==> src/rtl/alu_io_sequencer.sv <==
// Request/response front end for an ALU.
// It holds the operands, issues a start pulse, waits for done with a timeout, and presents one response.
module alu_io_sequencer #(
  parameter logic [7:0] TIMEOUT_CYCLES = 8'd200
) (
  input  logic        clk,
  input  logic        rst,
  input  logic        req_valid,
  output logic        req_ready,
  input  logic [1:0]  req_op,
  input  logic [7:0]  req_a,
  input  logic [7:0]  req_b,
  output logic [7:0]  operand1,
  output logic [7:0]  operand2,
  output logic [1:0]  op_sel,
  output logic        start,
  input  logic        done,
  input  logic [15:0] outbus,
  output logic        rsp_valid,
  input  logic        rsp_ready,
  output logic [15:0] rsp_result,
  output logic        rsp_div0,
  output logic        rsp_timeout,
  output logic [7:0]  rsp_cycles,
  output logic        busy,
  output logic [1:0]  state_dbg
);

  // Handshakes: a transfer happens on a rising edge where valid && ready;
  // valid never waits on ready, and the payload is held while valid is high.
  localparam logic [1:0] S_IDLE  = 2'd0;
  localparam logic [1:0] S_ISSUE = 2'd1;
  localparam logic [1:0] S_WAIT  = 2'd2;
  localparam logic [1:0] S_RESP  = 2'd3;

  logic [1:0] state;
  logic [7:0] counter;
  logic [7:0] cnt_next;
  logic       timeout_hit;

  assign cnt_next    = (counter == 8'hFF) ? 8'hFF : counter + 8'd1;
  assign timeout_hit = ({1'b0, counter} + 9'd1) >= {1'b0, TIMEOUT_CYCLES};

  assign req_ready = (state == S_IDLE);
  assign start     = (state == S_ISSUE);
  assign rsp_valid = (state == S_RESP);
  assign busy      = (state != S_IDLE);
  assign state_dbg = state;

  always_ff @(posedge clk or posedge rst) begin
    if (rst) begin
      state       <= S_IDLE;
      counter     <= 8'd0;
      operand1    <= 8'd0;
      operand2    <= 8'd0;
      op_sel      <= 2'd0;
      rsp_result  <= 16'd0;
      rsp_div0    <= 1'b0;
      rsp_timeout <= 1'b0;
      rsp_cycles  <= 8'd0;
    end else begin
      case (state)
        S_IDLE: begin
          if (req_valid) begin
            operand1 <= req_a;
            operand2 <= req_b;
            op_sel   <= req_op;
            // Division by zero is answered locally; the data path is never started.
            if (req_op == 2'b11 && req_b == 8'd0) begin
              rsp_result  <= 16'hFFFF;
              rsp_div0    <= 1'b1;
              rsp_timeout <= 1'b0;
              rsp_cycles  <= 8'd0;
              state       <= S_RESP;
            end else begin
              state <= S_ISSUE;
            end
          end
        end
        S_ISSUE: begin
          counter <= 8'd0;
          state   <= S_WAIT;
        end
        S_WAIT: begin
          // done takes priority over a timeout landing on the same cycle.
          if (done) begin
            rsp_result  <= outbus;
            rsp_div0    <= 1'b0;
            rsp_timeout <= 1'b0;
            rsp_cycles  <= cnt_next;
            state       <= S_RESP;
          end else if (timeout_hit) begin
            rsp_result  <= 16'd0;
            rsp_div0    <= 1'b0;
            rsp_timeout <= 1'b1;
            rsp_cycles  <= TIMEOUT_CYCLES;
            state       <= S_RESP;
          end else begin
            counter <= cnt_next;
          end
        end
        S_RESP: begin
          if (rsp_ready) state <= S_IDLE;
        end
        default: state <= S_IDLE;
      endcase
    end
  end

endmodule

==> config.mk <==
export PLATFORM = sky130hd
export DESIGN_NAME = alu_io_sequencer
export DESIGN_NICKNAME = d
export VERILOG_FILES = /design/src/rtl/alu_io_sequencer.sv
export SDC_FILE = /design/constraint.sdc
export NUM_CORES = 1
export LEC_CHECK = 0
export ABC_AREA = 1
export CORE_ASPECT_RATIO = 0.9
export CORE_MARGIN = 2
export CORE_UTILIZATION = 36
export CTS_CLUSTER_SIZE = 40
export DETAILED_ROUTE_END_ITERATION = 7
export PLACE_DENSITY_LB_ADDON = 0.25
export SLEW_MARGIN = 10
export SYNTH_ARGS = -nofsm -noshare
export SYNTH_HDL_FRONTEND = slang
export SYNTH_SLANG_ARGS = --single-unit
==> constraint.sdc <==
create_clock -name clk -period 3.9 [get_ports clk]
set_input_delay 0.39 -clock clk [delete_from_list [all_inputs] [get_ports clk]]
set_output_delay 0.39 -clock clk [all_outputs]
set_load 0.01 [all_outputs]
### Word level (Yosys, flattened, before mapping)

Index checks and enable logic that the tools add are counted.

| storage, ports and cells | value |
|---|---|
| register bits after elaboration | 54 |
| bits of input ports | 39 |
| output and inout bits | 50 |
| word-level logic and storage cells | 63 |

| cells by class | value |
|---|---|
| $add $sub $neg | 2 |
| order comparisons | 1 |
| eq/ne operators | 11 |
| mux-type cells | 30 |
| reductions and logical operators | 10 |

Operators with widths:

| kind | count |
|---|---|
| 16-bit 2-to-1 mux | 4 |
| 8-bit 2-to-1 mux | 7 |
| 16-bit one-hot mux with 2 select lines | 1 |
| 8-bit one-hot mux with 2 select lines | 2 |
| 2-bit 2-to-1 mux | 5 |
| 8-bit by 1-bit adder with 9-bit output (second input constant) | 1 |
| 9-bit by 8-bit greater-or-equal comparator with 1-bit output (second input constant) | 1 |
| 8-bit by 1-bit adder with 8-bit output (second input constant) | 1 |
| 8-bit equality test (second input constant) | 1 |
| 8-bit logical NOT | 1 |
| 1-bit 2-to-1 mux | 8 |
| 2-bit one-hot mux with 4 select lines | 1 |
| 2-bit equality test (second input constant) | 3 |
| 2-bit != test (second input constant) | 3 |
| 3-bit AND reduction | 2 |
| 2-bit nonzero test | 3 |
| 2-bit by 1-bit != test with 1-bit output (second input constant) | 2 |
| 1-bit one-hot mux with 2 select lines | 2 |
| 4-bit AND reduction | 1 |
| 3-bit != test (second input constant) | 1 |
| 2-bit by 1-bit equality test with 1-bit output (second input constant) | 1 |
| 2-bit logical NOT | 1 |
| 2-bit AND reduction | 1 |
| 1-bit logical AND | 1 |

### Logic depth before layout (Yosys ltp)

Gate-level depths: netlist of the first run.

| depth | value |
|---|---|
| depth after elaboration | 5 |
| depth in mapped cells | 14 |
| mapped depth without buffers | 13 |

### Least setup slack after synthesis of the first run

OpenSTA, ideal clock, no wires.

| timing path | value |
|---|---|
| kind | register to register |
| start point | register state[0] (netlist: state_dbg[0]) |
| end point | register rsp_cycles[4] |
| setup time | 0.117 ns |
| arrival time | 1.789 ns |
| data required time | 3.783 ns |
| path slack | 1.995 ns |
| cell stages (with the launch flop) | 11 |
| buffers on the path | 1 |
| clock period less this slack | 1.905 ns |
| cell sequence | dfrtp_1 -> inv_1 -> ha_1 -> inv_1 -> or2_2 -> nand2_1 -> a21oi_4 -> nand2_4 -> buf_2 -> nand2_1 -> nand2_1 |

| between the ends | value |
|---|---|
| cells in the longest elaborated chain, start to end | 3 |
| elaborated cells between the ends (all ways) | 8 |
| classes of those cells | eq/ne (4); mux (1); reduce/logical (3) |

RTL lines:

| element | line | RTL |
|---|---|---|
| from (decl) | 36 | `logic [1:0] state;` |
| from (signal assigned) | 52 | `state <= S_IDLE;` |
| from (signal assigned) | 74 | `state <= S_RESP;` |
| from (signal assigned) | 76 | `state <= S_ISSUE;` |
| 2-bit logical NOT * | n/a |  |
| via req_ready | 9 | `output logic req_ready,` |
| 2-bit by 1-bit != test with 1-bit output (no source line), or another cell as far along | n/a |  |
| 4-bit AND reduction (no source line) | n/a |  |
| to (signal assigned) | 90 | `rsp_cycles <= cnt_next;` |
| to (decl) | 24 | `output logic [7:0] rsp_cycles,` |

Mark *: on every way through the listed nets, which the timed path passes. The rest lies on a longest branch.
A chain may end at the register's enable or synchronous reset.

### Worst setup path in the final report of the first run

| timing path | value |
|---|---|
| start point | register state[0] (netlist: state_dbg[0]) |
| end point | register rsp_cycles[2] |

| between the ends | value |
|---|---|
| cells in the longest elaborated chain, start to end | 3 |
| elaborated cells between the ends (all ways) | 8 |
| classes of those cells | eq/ne (4); mux (1); reduce/logical (3) |

RTL lines:

| element | line | RTL |
|---|---|---|
| 2-bit equality test / 2-bit logical NOT (equally long branches) | 62 | `case (state)` |
| 3-bit != test (no source line), or another cell as far along | n/a |  |
| 4-bit AND reduction (no source line) | n/a |  |

Several ways; a longest one is shown, not always the timed one.

==> results of run 1 <==
routing by layer:
layer | routed length, µm | GRT usage | vias up
li1 | - | - | 1248
met1 | 3450 | 0.233 | 1126
met2 | 2870 | 0.253 | 80
met3 | 428 | 0.0336 | 5
met4 | 64 | 0.0386 | 0
met5 | 0 | 0 | -
path summary, 6_finish.rpt:
check / startpoint / end / slack (ns) / cells past startpoint
worst min register to register: rsp_div0$_DFFE_PP0P_ / rsp_div0$_DFFE_PP0P_ / 0.49 / 2
worst max-delay path: state_dbg[0]$_DFFE_PP0P_ / rsp_cycles[2]$_DFFE_PP0P_ / 1.30 / 9
worst min-delay path: rsp_div0$_DFFE_PP0P_ / rsp_div0$_DFFE_PP0P_ / 0.49 / 2
worst max register to register: state_dbg[0]$_DFFE_PP0P_ / rsp_cycles[2]$_DFFE_PP0P_ / 1.30 / 9
min in group asynchronous: rst / operand1[2]$_DFFE_PP0P_ / 0.56 / 2
max in group asynchronous: rst / counter[4]$_DFFE_PP0P_ / 2.80 / 2
power by group:
part / internal, W / switching (W) / leakage (nW)
clock: 0.000189 / 0.000191 / 0.0542
sequential: 0.000794 / 0.000141 / 0.674
combinational: 0.000708 / 0.000731 / 1.14
layout by cell type (no fill, tap or decap), types with 2 or more instances in the layout:
| master | instances |
|---|---|
| buf_4 | 3 |
| clkdlybuf4s50_1 | 88 |
| nand2_1 | 141 |
| ha_1 | 6 |
| dfrtp_1 | 54 |
| mux2_2 | 10 |
| nor2_2 | 2 |
| clkbuf_8 | 5 |
| nand4_1 | 10 |
| a21oi_1 | 3 |
| nand2_2 | 5 |
| inv_2 | 2 |
| inv_1 | 23 |
| o21ai_0 | 11 |
| nand3b_1 | 2 |
| nand3_2 | 21 |
| nor2_1 | 11 |
| nand3_1 | 13 |
worst register-to-register path, cell delays in order (launching register included):
cell and delay, ns:
dfrtp_1 0.44, inv_1 0.10, ha_1 0.14, buf_4 0.25, inv_1 0.22, nor2_1 0.26, nand2_2 0.48, nand2_4 0.45
nand2_1 0.11, nand2_1 0.08
cell families after synthesis:
family,Yosys count,synth area share
simple gates,211,0.354
mux,10,0.0389
compound gates,17,0.0346
xor+xnor,2,0.00606
buf+inv,43,0.0736
flops,54,0.467
fa+ha+maj,6,0.0260
per-stage QoR:
| step | util | setup slack [ns] |
|---|---|---|
| final | 0.511 | 1.30 |
| after global routing | 0.511 | 0.958 |
| after CTS | 0.511 | 1.29 |
| after detailed placement | 0.497 | 1.28 |
| after global placement | 0.497 | 1.33 |
| after floorplan | - | 1.99 |
final cells by class:
class | count | area, µm²
clock buffer | 5 | 68.8
clock inverter | 2 | 38.8
fill | 750 | 3740
inverter | 27 | 103
multi-input combinational | 246 | 1330
sequential | 54 | 1350
tap | 96 | 120
timing repair buffer | 91 | 903
flip-flops by register name (all words and copies together) (netlist names):
signal and count:
rsp_cycles 8, counter 8, state_dbg 2, rsp_div0 1
rsp_timeout 1, rsp_result 16, operand1 8, operand2 8
op_sel 2
==> summary.md, run 1 <==
| Metric | Value |
|---|---|
| PD cells | 704 nW/µm² |
| Final Skew | 0.00593 ns |
| Port Buffer Count | 88 |
| Post-CTS Hold Fix Bufs | 0 |
| DRT Wirelength | 6810 µm |
| CP Data Arrival Time | 2.85 ns |
| Inserted Clock Buffers | 5 |
| Max FO, Critical Path | 29 |
| Crit. End Element | flip-flop |
| Pwr Total | 0.00275 W |
| Initial core utilization | 0.378 |
| Sinks on Clock Net | 54 |
| Final hold vios | 0 |
| Max Slew Vio Count | 0 |
| WL/cell | 13.1 µm |
| Most used DFF post-synth | dfrtp_1 |
| CP bufs+invs | 3 |
| Synth-to-Final Area Change | 35.3% |
| Critical Path Source Type | flip-flop |
| Worst hold path type | reg2reg |
| Measured slew at the worst slew-check pin | 0.923 ns |
| Cells resized by post-CTS repair | 0 |
| Syn Nets | 388 |
| Area after DPL | 3800 µm² |
| Final Critical Period | 2.60 ns |
| Lkg Pwr | 1.87 nW |
| Clock-pin slew on the worst setup and hold paths | 0.10 ns |
| Yosys warns | 0 |
| Clock Latency Late Sink | 0.31 ns |
| Post-synth ARST share | 1.00 |
| Gr usage total | 0.162 |
| Mapped Area | 2890 µm² |
| Grt total ovfl | 0 |
| Initial antenna violation count | 0 |
| Number of DRC markers in iteration 0 | 117 |
| Largest net degree at the start of global routing | 55 |
| Ratio of cells with drive above 1 in the final layout | 0.134 |
| Vias per inst | 4.72 |
| Setup Buffers After CTS | 0 |
| Sequential area share after synthesis | 0.467 |
| Detailed-placement wirelength estimate | 4890 µm |
| ANT nets after route | 0 |
| Top cells by count, synth | nand2_1 (141), dfrtp_1 (54), inv_1 (24) |
| Clk buf depth | 2 |
| Core area | 7660 µm² |
| DRT Pass-1 Iters | 4 |
| Largest area contributor in the netlist | dfrtp_1 |
| CTS tree | built |
| Max-slew headroom | 0.384 |
| Cells after Synth | 343 |
| VDD IR-drop max | 0.000342 V |
| Status | completed |
| Critical path's slowest cell | nand2_2 |
| Ranking of synthesized cells by area | dfrtp_1 (47%), nand2_1 (18%), nand3_2 (7.3%) |
| CP required | 4.15 ns |
| Die width | 98.5 µm |
| Final Wtd Congestion | 0.816 |
| Yosys cell types | 33 |
| Global-route wire length before repair | 11400 µm |
| # Max-Cap Violations | 0 |
| Number of global-route vias before repair | 2439 |
| Clk root buf | clkbuf_8 |
| Most frequent cell after synthesis | nand2_1 |
| Final Setup Violations | 0 |
| N_diodes | 0 |
| Synth Register Bits | 54 |
| H-tree levels | 2 |
| Final hold slack | 0.485 ns |
| Layout Nets | 470 |
| DRC violations left | 0 |
| FMAX | 384 MHz |
| Post-route cell area | 3910 µm² |
| Row count | 30 |
| Yosys top cell area share | 0.467 |
| Critical path type | reg2reg |
| I/O Pins | 89 |
| RSZ-0062 raised after global routing | false |
| EDFF count, synth | 0 |
| DIE AREA | 8770 µm² |
| Largest stage delay, worst path | 0.48 ns |
| Cells after DPL | 514 |
| Worst path top cell family by delay | simple AND/OR/NAND/NOR gates |
| Setup TNS | 0 ns |
| Die height | 89.0 µm |
| Syn Area/Cell | 8.43 µm² |
| Vias post-DR | 2459 |
| Critical-path cell list | inv_1 > ha_1 > buf_4 > inv_1 > nor2_1 > nand2_2 > nand2_4 > nand2_1 > nand2_1 |
| Layout Cells excl Fill | 521 |
| Period Utilization, post-route | 0.667 |
No activity file was read; power rests on OpenSTA's default activity.
==> run 2: changes to the inputs <==
Clock period 3.9 ns to 2.1 ns, I/O delays scaled along.
==> run 2 against run 1 <==
Core utilization grew 1.8 points. Total power up 93%. First-iteration DRC count is 15% lower. Highest routed layer unchanged. Non-clock buffer count is 11 higher. Combinational power up 100%. Worst setup slack worse by 1.2 ns. Register-to-register slack got worse by 1.1 ns. Design area increased by 3.6%. Via count grew 2.3%. Clock-buffer cell count is the same. Clock skew rose by 0.0028 ns. Die area unchanged.
==> summary.md, run 2 (same netlist as run 1, synthesis figures left out) <==
| Metric | Value |
|---|---|
| Grt total ovfl | 0 |
| Core area | 7660 µm² |
| FF-to-FF Start | counter[1]$_DFFE_PP0P_ |
| Critical-path cell list | inv_1 > ha_1 > inv_1 > clkdlybuf4s50_1 |
| DRT Wirelength | 6920 µm |
| FMAX | 502 MHz |
| Die height | 89.0 µm |
| CP Data Arrival Time | 1.78 ns |
| Inserted Clock Buffers | 5 |
| Final Wtd Congestion | 0.886 |
| Number of DRC markers in iteration 0 | 99 |
| Sequential cell area | 1350 µm² |
| Clk buf depth | 2 |
| Worst path top cell family by delay | buffers and inverters |
| DIE AREA | 8770 µm² |
| Number of global-route vias before repair | 2451 |
| H-tree levels | 2 |
| Worst hold path type | in2async |
| CP most frequent cell | inv_1 |
| Critical path's slowest cell | clkdlybuf4s50_1 |
| I/O Pins | 89 |
| Commonest non-fill, non-tap cell in the layout | nand2_1 |
| Largest stage delay, worst path | 0.55 ns |
| Status | completed |
| Critical Path Source Type | flip-flop |
| Setup TNS | 0 ns |
| Post-route cell area | 4050 µm² |
| Most frequent cells in the layout | nand2_1 (141), clkdlybuf4s50_1 (88), dfrtp_1 (54), inv_1 (23), nand3_2 (21) |
| # Max-Cap Violations | 0 |
| Critical path type | reg2out |
| Final Setup Violations | 0 |
| Area after DPL | 3890 µm² |
| Crit. End Element | output port |
| Worst Reg2Reg Path Length in Cells | 12 |
| DRT Pass-1 Iters | 5 |
| Pwr Total | 0.00531 W |
| Fin util | 0.529 |
| Sinks on Clock Net | 54 |
| Cells after DPL | 521 |
| Layout Nets | 481 |
| Global-route wire length before repair | 11500 µm |
| Max-slew headroom | 0.596 |
| Detailed-placement wirelength estimate | 4960 µm |
| Layout Cells excl Fill | 533 |
| Largest net degree at the start of global routing | 55 |
| Biggest register | rsp_result |
| Worst reg2reg path endpoint | rsp_cycles[2]$_DFFE_PP0P_ |
| N_diodes | 0 |
| Vias per inst | 4.72 |
| Initial antenna violation count | 0 |
| Initial core utilization | 0.378 |
| Clk root buf | clkbuf_8 |
| Max reg flops | 16 |
| Post-CTS Hold Fix Bufs | 0 |
| Row count | 30 |
| DRC violations left | 0 |
| Final hold vios | 0 |
| Synth-to-Final Area Change | 40.2% |
| RSZ-0062 raised after global routing | false |
| Lkg Pwr | 1.94 nW |
| WL/cell | 13.0 µm |
| VDD IR-drop max | 0.000511 V |
| CP bufs+invs | 3 |
| Max FO, Critical Path | 5 |
| Filler cell count | 736 |
| Gr usage total | 0.162 |
| Die width | 98.5 µm |
| PD cells | 1310 nW/µm² |
| Measured slew at the worst slew-check pin | 0.604 ns |
| Port Buffer Count | 88 |
| CTS tree | built |
| Max Slew Vio Count | 0 |
| Clock-pin slew on the worst setup and hold paths | 0.10 ns |
| CP required | 1.89 ns |
| Area taken by multi-input logic gates | 1340 µm² |
| Ratio of cells with drive above 1 in the final layout | 0.158 |
| ANT nets after route | 0 |
| Period Utilization, post-route | 0.948 |
| Worst reg-to-reg setup slack | 0.17 ns |
| Vias post-DR | 2516 |
| Final Skew | 0.00875 ns |
| Final Critical Period | 1.99 ns |
| Clock Latency Late Sink | 0.31 ns |
==> run 2: what timing repair did <==
item                                    CTS  global route
endpoints found under the setup margin    0            27
buffers inserted                          0             4
gates resized for setup                   0             2
==> run 2: per-layer routing <==
layer,wire length (µm),vias to the layer above,global-route usage
met4,80,0,0.0386
li1,-,1263,-
met1,3310,1139,0.224
met3,557,9,0.0469
met2,2980,105,0.255
met5,0,-,0
==> run 2: final cells by class <==
| class | count | share of cell area |
|---|---|---|
| Clock buffer | 5 | 0.0170 |
| Clock inverter | 3 | 0.0117 |
| Inverter | 27 | 0.0250 |
| Multi-Input combinational cell | 246 | 0.331 |
| Sequential cell | 54 | 0.333 |
| Tap cell | 96 | 0.0296 |
| Timing Repair Buffer | 102 | 0.252 |
==> run 2: worst reg2reg max path, delay by kind of cell (launching register included) <==
family	cells	cell delay, ns
simple gates	8	0.81
buf+inv	3	0.33
fa+ha+maj	1	0.26
flops	1	0.44
==> run 2: worst max-delay path by stage <==
stage | cells past startpoint | start | endpoint
6_report | 4 | state_dbg[1]$_DFFE_PP0P_ | busy
5_1_grt | 4 | state_dbg[1]$_DFFE_PP0P_ | busy
4_1_cts | 4 | state_dbg[0]$_DFFE_PP0P_ | busy
3_5_place_dp | 10 | counter[1]$_DFFE_PP0P_ | rsp_result[9]$_DFFE_PP0P_
3_3_place_gp | 12 | counter[1]$_DFFE_PP0P_ | rsp_result[9]$_DFFE_PP0P_
2_1_floorplan | 10 | state_dbg[0]$_DFFE_PP0P_ | rsp_cycles[4]$_DFFE_PP0P_
==> run 2: per-stage QoR <==
stage | setup slack [ns] | hold slack [ns]
after global routing | 0.0181 | 0.261
after floorplan | 0.195 | 0.361
final | 0.108 | 0.239
after detailed placement | 0.128 | 0.460
after global placement | 0.214 | 0.457
after CTS | 0.0661 | 0.259
==> run 2: power breakdown <==
part | internal (W) | switching [W]
Clock | 0.000362 | 0.000353
Sequential | 0.00147 | 0.000238
Combinational | 0.00145 | 0.00143
==> run 3: changes to the inputs <==
Settings changed: CORE_MARGIN 2 to 3, TNS_END_PERCENT from default to 10.
==> run 3 against run 2 <==
Worst setup slack better by 0.023 ns. Hold slack got worse by 0.0052 ns. Core utilization is 0.44 points lower. Design area decreased by 0.83%. Final cell count fell by 0.94%. Die area up 4.3%.
==> summary.md, run 3 (same netlist as run 1, synthesis figures left out) <==
| Metric | Value |
|---|---|
| I/O Pins | 89 |
| FF-to-FF Start | counter[1]$_DFFE_PP0P_ |
| Inserted Clock Buffers | 5 |
| DRT Wirelength | 7010 µm |
| Vias per inst | 4.73 |
| Max Slew Vio Count | 0 |
| Net Sw Frac | 0.378 |
| ANT nets after route | 0 |
| Max reg flops | 16 |
| CTS tree | built |
| DRC violations left | 0 |
| Final Wtd Congestion | 0.867 |
| Sw power | 0.00199 W |
| Critical path's slowest cell | clkdlybuf4s50_1 |
| N_diodes | 0 |
| Vias post-DR | 2495 |
| Synth-to-Final Area Change | 39.0% |
| Clk pwr share | 0.134 |
| CP Data Arrival Time | 1.76 ns |
| PD cells | 1310 nW/µm² |
| Initial core utilization | 0.378 |
| Worst Reg2Reg Path Length in Cells | 12 |
| Row count | 30 |
| Initial antenna violation count | 0 |
| Worst reg2reg path endpoint | rsp_result[8]$_DFFE_PP0P_ |
| Lkg Pwr | 1.92 nW |
| Ratio of cells with drive above 1 in the final layout | 0.150 |
| Worst setup path endpoint | busy |
| Grt total ovfl | 0 |
| Commonest non-fill, non-tap cell in the layout | nand2_1 |
| Biggest register | rsp_result |
| Die height | 91.0 µm |
| Period Utilization, post-route | 0.937 |
| Core area | 7660 µm² |
| Sinks on Clock Net | 54 |
| Clk root buf | clkbuf_8 |
| Worst reg-to-reg setup slack | 0.21 ns |
| WL/cell | 13.3 µm |
| Die width | 100 µm |
| Cell internal pwr | 0.00327 W |
| Final Skew | 0.00810 ns |
| DRT Pass-1 Iters | 4 |
| CP required | 1.89 ns |
| Clk buf depth | 2 |
| Max FO, Critical Path | 5 |
| Crit. End Element | output port |
| RSZ-0062 raised after global routing | false |
| Global-route wire length before repair | 12000 µm |
| Final Setup Violations | 0 |
| Setup TNS | 0 ns |
| # Max-Cap Violations | 0 |
| Final Critical Period | 1.97 ns |
| Status | completed |
| Crit path from | state_dbg[0]$_DFFE_PP0P_ |
| Most frequent cells in the layout | nand2_1 (141), clkdlybuf4s50_1 (88), dfrtp_1 (54), inv_1 (22), nand3_2 (21) |
| Setup ws final | 0.132 ns |
| DP Worst Slack | 0.131 ns |
| Sequential share of power | 0.328 |
| Number of DRC markers in iteration 0 | 101 |
| Number of global-route vias before repair | 2607 |
| FMAX | 508 MHz |
| Gr usage total | 0.160 |
| Layout Nets | 477 |
| Critical-path cell list | inv_1 > ha_1 > inv_2 > clkdlybuf4s50_1 |
| Pwr Total | 0.00526 W |
| Largest stage delay, worst path | 0.54 ns |
| Final hold vios | 0 |
| Largest net degree at the start of global routing | 35 |
| H-tree levels | 2 |
| Worst hold path type | in2async |
| Clock-pin slew on the worst setup and hold paths | 0.09 ns |
| Clock Latency Late Sink | 0.30 ns |
| Combinational share of power | 0.538 |
| Max-slew headroom | 0.657 |
| VDD IR-drop max | 0.000562 V |
| Detailed-placement wirelength estimate | 5220 µm |
| DIE AREA | 9140 µm² |
| Critical path type | reg2out |
| Measured slew at the worst slew-check pin | 0.514 ns |
| Port Buffer Count | 88 |
| Critical Path Source Type | flip-flop |
[run 3: cell types whose count changed in the layout (fill, tap and decap cells not counted), sizes merged]
cell and delta:
clkbuf +1, buf -4, inv -1, clkinv -1
[run 3: layout make-up]
| cell class | instances | area [µm²] |
|---|---|---|
| Clock buffer | 6 | 82.6 |
| Clock inverter | 1 | 30.0 |
| Sequential cell | 54 | 1350 |
| Inverter | 27 | 101 |
| Fill cell | 726 | 3640 |
| Tap cell | 96 | 120 |
| Timing Repair Buffer | 98 | 993 |
| Multi-Input combinational cell | 246 | 1340 |
[run 3: critical path: cells and delay by family, from the launching register on]
family     cells  cell delay (ns)
flops          1             0.42
fa+ha+maj      1             0.28
buf+inv        3             0.75
[run 3: what timing repair did]
item	CTS	global route
hold buffers	0	0
setup endpoints to repair	0	27
buffers inserted	0	0
resized for setup	0	3
[run 3: metal layers]
layer,global-route usage,part of all wire,vias up
met5,0,0,-
li1,-,-,1260
met1,0.224,0.48,1142
met3,0.0430,0.078,11
met2,0.245,0.43,82
met4,0.0382,0.011,0
[run 3: worst min-delay path by stage]
stage / end / slack, ns / from / cells past startpoint
floorplan: op_sel[0]$_DFFE_PP0P_ / 0.36 / req_op[0] / 1
global placement: rsp_cycles[6]$_DFFE_PP0P_ / 0.46 / rsp_cycles[6]$_DFFE_PP0P_ / 2
detailed placement: rsp_div0$_DFFE_PP0P_ / 0.46 / rsp_div0$_DFFE_PP0P_ / 2
CTS: operand1[2]$_DFFE_PP0P_ / 0.25 / rst / 2
global route: operand2[7]$_DFFE_PP0P_ / 0.28 / rst / 2
finish: operand2[7]$_DFFE_PP0P_ / 0.23 / rst / 2
[run 3: power by group through the flow]
stage               combinational [W]  clock, W  sequential (W)
global route                  0.00314  0.000774         0.00179
global placement              0.00278         0         0.00174
finish                        0.00283  0.000702         0.00173
floorplan                     0.00134         0         0.00191
CTS                           0.00285  0.000728         0.00173
detailed placement            0.00284         0         0.00174
[run 3: through the flow]
step	instance area, µm²	hold WS [ns]	util	std cells
floorplan	2890	0.361	-	343
global placement	3890	0.460	0.508	521
detailed placement	3890	0.458	0.508	521
CTS	4010	0.248	0.523	528
global route	4020	0.282	0.525	528
finish	4020	0.234	0.525	528
